## config.mk

```make
export PLATFORM = sky130hd
export DESIGN_NAME = x_ibuf_sync
export DESIGN_NICKNAME = d
export VERILOG_FILES = /design/src/rtl/x_io_pkg.sv /design/src/rtl/x_ibuf.sv /design/src/rtl/x_ibuf_sync.sv
export SDC_FILE = /design/constraint.sdc
export NUM_CORES = 1
export LEC_CHECK = 0
export ABC_AREA = 0
export CORE_MARGIN = 2
export CORE_UTILIZATION = 35
export DETAILED_ROUTE_END_ITERATION = 8
export SLEW_MARGIN = 30
export SYNTH_ARGS = -nofsm -noshare
export SYNTH_HDL_FRONTEND = slang
export SYNTH_SLANG_ARGS = --single-unit
```

## constraint.sdc

```tcl
create_clock -name clk -period 4.15 [get_ports clk]
set_input_delay 0.415 -clock clk [delete_from_list [all_inputs] [get_ports clk]]
set_output_delay 0.415 -clock clk [all_outputs]
set_load 0.005 [all_outputs]
```

## src/rtl/x_io_pkg.sv

```systemverilog
// -----------------------------------------------------------------------------
// x_io_pkg
// Shared definitions for the pad-boundary I/O wrappers: legal FPGA series and
// pad physics names, a constant clog2 helper for sizing counters, and the
// state type of the input glitch-filter FSM.
// No ports (package).
// -----------------------------------------------------------------------------
package x_io_pkg;

    localparam string SERIES_7    = "7SERIRE";
    localparam string SERIES_5    = "5SERIRE";
    localparam string SERIES_4    = "4SERIRE";

    localparam string MODE_DIFF   = "DIFF";
    localparam string MODE_SINGLE = "SINGLE";

    // IDLE: candidate word equals the accepted word.
    // SETTLE: a different word was seen and is waiting to prove itself stable.
    typedef enum logic {
        ST_IDLE   = 1'b0,
        ST_SETTLE = 1'b1
    } filt_state_e;

    // Number of bits needed to hold values 0..value-1.
    function automatic int clog2(input int value);
        int result;
        int rem;
        result = 0;
        rem    = value - 1;
        while (rem > 0) begin
            result = result + 1;
            rem    = rem >> 1;
        end
        return result;
    endfunction

endpackage

```

## src/rtl/x_ibuf.sv

```systemverilog
// -----------------------------------------------------------------------------
// x_ibuf
// Per-bit input buffer selection. Behavioural stand-in for IBUF (single-ended)
// or IBUFDS (differential) with the attribute set chosen by FPGA_SERIES and
// PHYSICS_MODE. Purely combinational.
// Ports:
//   pin_p    in  DATA_WIDTH  P leg, or the single-ended pad
//   pin_n    in  DATA_WIDTH  N leg (ignored in SINGLE)
//   data_in  out DATA_WIDTH  buffered pad word
// -----------------------------------------------------------------------------
module x_ibuf
    import x_io_pkg::*;
#(
    parameter int    DATA_WIDTH   = 16,
    parameter string FPGA_SERIES  = SERIES_7,
    parameter string PHYSICS_MODE = MODE_DIFF,
    parameter string IOSTANDARD   = "DEFAULT",
    parameter string DIFF_TERM    = "FALSE",
    parameter string IBUF_LOW_PWR = "TRUE"
) (
    input  logic [DATA_WIDTH-1:0] pin_p,
    input  logic [DATA_WIDTH-1:0] pin_n,
    output logic [DATA_WIDTH-1:0] data_in
);

    localparam bit SERIES_OK = (FPGA_SERIES == SERIES_7) || (FPGA_SERIES == SERIES_5) ||
                               (FPGA_SERIES == SERIES_4);
    localparam bit IS_DIFF   = (PHYSICS_MODE == MODE_DIFF);
    localparam bit MODE_OK   = IS_DIFF || (PHYSICS_MODE == MODE_SINGLE);
    localparam bit ATTR_OK   = (IOSTANDARD != "") &&
                               ((DIFF_TERM == "TRUE") || (DIFF_TERM == "FALSE")) &&
                               ((IBUF_LOW_PWR == "TRUE") || (IBUF_LOW_PWR == "FALSE"));

    if (!(SERIES_OK && MODE_OK && ATTR_OK)) begin : g_bad_cfg
        // An unsupported attribute set ties the bus off so it is obvious at once.
        assign data_in = '0;
        logic unused_pins;
        assign unused_pins = ^{pin_p, pin_n};
    end else if (IS_DIFF) begin : g_diff
        for (genvar i = 0; i < DATA_WIDTH; i++) begin : g_bit
            // IBUFDS: high only when P is high and N is low; an invalid
            // (equal-leg) pair resolves to 0 instead of holding state.
            assign data_in[i] = pin_p[i] & ~pin_n[i];
        end
    end else begin : g_single
        for (genvar i = 0; i < DATA_WIDTH; i++) begin : g_bit
            assign data_in[i] = pin_p[i];
        end
        // Lint sink only: the N leg drives nothing in single-ended mode.
        logic unused_pin_n;
        assign unused_pin_n = ^pin_n;
    end

endmodule

```

## src/rtl/x_ibuf_sync.sv

```systemverilog
// -----------------------------------------------------------------------------
// x_ibuf_sync
// Pad input path into the fabric clock domain: input buffer, SYNC_STAGES-deep
// synchronizer, glitch filter (a word must be seen FILTER_CYCLES+1 consecutive
// clocks), and a valid/ready change-event register with sticky overflow.
// Ports:
//   clk        in   1           fabric clock
//   rst_n      in   1           asynchronous active-low reset
//   pin_p      in   DATA_WIDTH  P leg or single-ended pad
//   pin_n      in   DATA_WIDTH  N leg (ignored in SINGLE)
//   stable_q   out  DATA_WIDTH  last accepted word
//   out_data   out  DATA_WIDTH  word captured at the last change event
//   out_valid  out  1           change event pending
//   out_ready  in   1           consumer accepts when out_valid && out_ready
//   ovf        out  1           sticky: event overwrote an unaccepted one
//   ovf_clr    in   1           synchronous clear of ovf (set wins)
// -----------------------------------------------------------------------------
module x_ibuf_sync
    import x_io_pkg::*;
#(
    parameter int    DATA_WIDTH    = 16,
    parameter string FPGA_SERIES   = SERIES_7,
    parameter string PHYSICS_MODE  = MODE_DIFF,
    parameter string IOSTANDARD    = "DEFAULT",
    parameter string DIFF_TERM     = "FALSE",
    parameter string IBUF_LOW_PWR  = "TRUE",
    parameter int    SYNC_STAGES   = 2,
    parameter int    FILTER_CYCLES = 4
) (
    input  logic                  clk,
    input  logic                  rst_n,
    input  logic [DATA_WIDTH-1:0] pin_p,
    input  logic [DATA_WIDTH-1:0] pin_n,
    output logic [DATA_WIDTH-1:0] stable_q,
    output logic [DATA_WIDTH-1:0] out_data,
    output logic                  out_valid,
    input  logic                  out_ready,
    output logic                  ovf,
    input  logic                  ovf_clr
);

    localparam int             CNT_W   = clog2(FILTER_CYCLES + 1);
    localparam logic [CNT_W-1:0] CNT_MAX = CNT_W'(FILTER_CYCLES - 1);

    logic [DATA_WIDTH-1:0] pad_word;

    x_ibuf #(
        .DATA_WIDTH  (DATA_WIDTH),
        .FPGA_SERIES (FPGA_SERIES),
        .PHYSICS_MODE(PHYSICS_MODE),
        .IOSTANDARD  (IOSTANDARD),
        .DIFF_TERM   (DIFF_TERM),
        .IBUF_LOW_PWR(IBUF_LOW_PWR)
    ) u_ibuf (
        .pin_p  (pin_p),
        .pin_n  (pin_n),
        .data_in(pad_word)
    );

    // Synchronizer: plain flop chain, nothing between stages.
    logic [DATA_WIDTH-1:0] sync_q [SYNC_STAGES];
    logic [DATA_WIDTH-1:0] sync_word;

    always_ff @(posedge clk or negedge rst_n) begin
        if (!rst_n) begin
            // NOTE: this array is a few flops, not a RAM, so every stage is reset.
            for (int s = 0; s < SYNC_STAGES; s++) sync_q[s] <= '0;
        end else begin
            // NOTE: non-blocking so each stage takes its predecessor's old value.
            sync_q[0] <= pad_word;
            for (int s = 1; s < SYNC_STAGES; s++) sync_q[s] <= sync_q[s-1];
        end
    end

    assign sync_word = sync_q[SYNC_STAGES-1];

    // Filter and acceptance FSM
    logic [DATA_WIDTH-1:0] cand_q;
    logic [CNT_W-1:0]      cnt_q, cnt_d;
    filt_state_e           state_q, state_d;
    logic [DATA_WIDTH-1:0] stable_word_q, stable_word_d;
    logic                  event_d;

    always_comb begin
        // NOTE: defaults first so every path assigns every signal (no latches).
        cnt_d         = cnt_q;
        state_d       = state_q;
        stable_word_d = stable_word_q;
        event_d       = 1'b0;

        // Any bit toggle restarts the count; saturate once the window is full.
        if (sync_word != cand_q) cnt_d = '0;
        else if (cnt_q != CNT_MAX) cnt_d = cnt_q + 1'b1;

        case (state_q)
            ST_IDLE: begin
                if (sync_word != stable_word_q) state_d = ST_SETTLE;
            end
            ST_SETTLE: begin
                if (sync_word == cand_q && cnt_q == CNT_MAX) begin
                    state_d = ST_IDLE;
                    // A glitch that returned to the accepted word raises nothing.
                    if (cand_q != stable_word_q) begin
                        stable_word_d = cand_q;
                        event_d       = 1'b1;
                    end
                end
            end
            default: state_d = ST_IDLE;
        endcase
    end

    // Event / handshake register
    logic [DATA_WIDTH-1:0] out_data_q, out_data_d;
    logic                  out_valid_q, out_valid_d;
    logic                  ovf_q, ovf_d;

    always_comb begin
        out_data_d  = out_data_q;
        out_valid_d = out_valid_q;
        ovf_d       = ovf_q;

        if (out_valid_q && out_ready) out_valid_d = 1'b0;
        if (ovf_clr) ovf_d = 1'b0;

        // A new event always lands; it only overflows if the old one was not
        // being accepted this same cycle. Set overrides clear.
        if (event_d) begin
            out_data_d  = stable_word_d;
            out_valid_d = 1'b1;
            if (out_valid_q && !out_ready) ovf_d = 1'b1;
        end
    end

    always_ff @(posedge clk or negedge rst_n) begin
        if (!rst_n) begin
            cand_q        <= '0;
            cnt_q         <= '0;
            state_q       <= ST_IDLE;
            stable_word_q <= '0;
            out_data_q    <= '0;
            out_valid_q   <= 1'b0;
            ovf_q         <= 1'b0;
        end else begin
            cand_q        <= sync_word;
            cnt_q         <= cnt_d;
            state_q       <= state_d;
            stable_word_q <= stable_word_d;
            out_data_q    <= out_data_d;
            out_valid_q   <= out_valid_d;
            ovf_q         <= ovf_d;
        end
    end

    assign stable_q  = stable_word_q;
    assign out_data  = out_data_q;
    assign out_valid = out_valid_q;
    assign ovf       = ovf_q;

endmodule

```

==> flow_summary.yaml <==
routing:
  dr_total_vias: 1865
  vias_per_cell: 4.287
  routedWlPerCell_um: 13.72
  dr.pass1.iters: 4
  drt-initial-drc-count: 52
  wirelength_um: 5967
  drtAntennaViolNets: 0
  drcViolationCount: 0
die:
  fp.dieArea_um2: 10540
  fp.dieW_um: 102.7
  start_util: 0.3552
  num_rows: 36
  coreArea_um2: 9594
  ios: 70
  die_y_um: 102.7
timing:
  slew_headroom: 0.4978
  max_freq_mhz: 379.8
  rsz0062_at_grt: "false"
  worstMarginPinSlew_ns: 0.7533
  fin_tns_setup_ns: 0
  period_share: 0.6345
  setup_ws_ns: 1.517
  period_needed_ns: 2.633
  setup_viol: 0
  slew_viol_final: 0
  hold_viol_final: 0
  skew_ns: 0.01479
synthesis:
  syn_nets: 257
  synth_top_area_frac: 0.6314
  synth_area_leaders: "dfrtp_1 (63%), mux2_4 (12%), xnor2_1 (8.0%), xor2_1 (4.6%), nor2b_1 (2.9%)"
  yosysSeqAreaShare: 0.6314
  yosys-mux-area-fraction: 0.1395
  syn_area_um2: 3408
  yosys_warnings: 0
  syn_avg_cell_area_um2: 15.56
  synthSimpleGateAreaFrac: 0.07452
  yosysTopAreaCell: "dfrtp_1"
  synth_compound_area_frac: 0.008076
  synth_cell_type_count: 21
  synthAdderAreaFrac: 0.007342
  syn_inst: 219
  synth_top_family_by_area: "multiplexers"
  yosys.area_share.xor_xnor: 0.1259
  ys_ff_latch: 86
power:
  p_clk_frac: 0.402
  p_leak_uw: 0.001982
  power_per_cell_area_nw_per_um2: 363.9
  switching_share: 0.2196
  switchingPower_uw: 358.1
  comb_power_share: 0.057
  power_frac_seq: 0.542
  vdd_drop_max_uv: 148.0
  p_int_uw: 1273
  power.total_uw: 1631
critical_path:
  r2r_start: "cand_q[5]$_DFF_PN0_"
  reg2regPathDepth: 6
  cp_max_fo: 26
  worstPathRequired_ns: 4.39
  timing.rr.end: "out_data[0]$_DFFE_PN0P_"
  r2r_slack_ns: 1.52
  end_kind: "register"
  worstPathArrival_ns: 2.87
  cp-start-kind: "register"
  critPathKind: "register to register"
cells_and_area:
  final_cell_mix: "dfrtp_1 (86), clkdlybuf4s50_1 (68), xnor2_1 (31)"
  layout_commonest_cell: "dfrtp_1"
  synthToLayoutAreaGrowth_pct: 31.53
  drive_gt1_frac: 0.1656
  multi_input_area_um2: 1211
  register_area_um2: 2152
  stdcell_count: 435
  nNetsFinal: 335
  n_antenna_cell: 0
  n_fill_cell: 877
cts:
  cts_buffers: 9
  cts_tree: "yes"
  holdBufCountCts: 0
  post_cts_buffers: 0
  clock-sinks: 86
  cts.repair.resized: 0
  clock_path_buffers: 2
  insertion_delay_ns: 0.36
  ctsHtreeMaxLevel: 3
  cts-root-buf: "clkbuf_8"
  clk_pin_slew_ns: 0.09
global_routing:
  grt_pass1_wl_um: 9839
  track_usage: 0.1265
  antenna_found_initial: 0
  overflow: 0
  grt_pass1_vias: 1907
  grt_max_degree: 87
placed_design:
  dp_hpwl_um: 4116
  gp_congestion: 0.7640
  placed_cells: 419
  io_buffer_count: 69
  pre_cts_ws_ns: 1.508
flow_run:
  maxCapViolCount: 0
run_status:
  status: "completed"
hold_path:
  min_path_type: "primary input to asynchronous set/reset pin"
## Yosys cell counts
library cell and instances:
xor2_1 18, a32o_1 1, dfrtp_1 86, inv_1 3, nor3_4 1, nor4_1 2, nand3_1 1, nor2b_1 16
a21oi_1 2, nor2_1 5, mux2_4 28, nor4_2 3, buf_6 3, nand2_1 1, a21o_1 1, ha_1 2
xnor2_1 31, nand4_1 8, mux2_1 4, mux2i_1 1, nor3_1 2
## critical path: stages (launching register included)
cell and delay [ns]:
dfrtp_1 0.45, xor2_1 0.19, nor4_2 0.32, nand4_1 0.29, nor3_4 0.61, buf_12 0.30
mux2_1 0.34
## flip-flops by register name, indices dropped and copies added, names as in the netlist
register	flops
cand_q	16
cnt_q	3
out_data	16
out_valid	1
ovf	1
stable_q	16
state_q	1
sync_q	16
sync_word	16
## stage by stage
stage	hold WS, ns	utilization	cell area, um^2
after floorplan	0.1194	-	3408
after global placement	0.3325	0.4429	4249
after detailed placement	0.3347	0.4433	4253
after CTS	0.1387	0.4673	4483
after global routing	0.1548	0.4673	4483
final	0.1135	0.4673	4483
## area by class of cell
cell class                 count  area share
multi-input combinational    127      0.2702
inverter                       3    0.002512
sequential                    86      0.4800
clock inverter                 6     0.02065
tap                          133     0.03712
timing repair buffer          70      0.1588
clock buffer                  10     0.03070
## logic make-up (layout without fill, tap and decap cells)
logic type,count (synthesis),in the layout
AOI/OAI and AO/OA,4,4
and+or+nand+nor,39,39
muxes,33,33
DFF,86,86
adders and majority gates,2,2
xor gates and xnor gates,49,49
buffers and inverters,6,89
## power groups by stage
stage / registers, uW / logic [uW] / clock network, uW
finish: 883 / 92.5 / 655
global route: 888 / 104 / 713
CTS: 884 / 96.0 / 675
detailed placement: 900 / 95.5 / 0
global placement: 899 / 94.9 / 0
floorplan: 895 / 37.7 / 0
## how the worst max path moves through the flow
stage          slack, ns                  endpoint  cells after the start                start
2_1_floorplan       2.05  out_data[10]$_DFFE_PN0P_                      6  cand_q[0]$_DFF_PN0_
3_3_place_gp        1.57   out_data[0]$_DFFE_PN0P_                      6  cand_q[0]$_DFF_PN0_
3_5_place_dp        1.51   out_data[1]$_DFFE_PN0P_                      6  cand_q[0]$_DFF_PN0_
4_1_cts             1.48   out_data[1]$_DFFE_PN0P_                      6  cand_q[5]$_DFF_PN0_
5_1_grt             1.32   out_data[1]$_DFFE_PN0P_                      6  cand_q[5]$_DFF_PN0_
6_report            1.52   out_data[0]$_DFFE_PN0P_                      6  cand_q[5]$_DFF_PN0_
## metal layers
layer,vias to the layer above,track usage,wire (um)
li1,892,-,-
met1,916,0.1713,2784
met2,47,0.1890,2813
met3,10,0.03797,249
met4,0,0.05538,120
met5,-,0,0
Power figures use the tool's default switching activity.
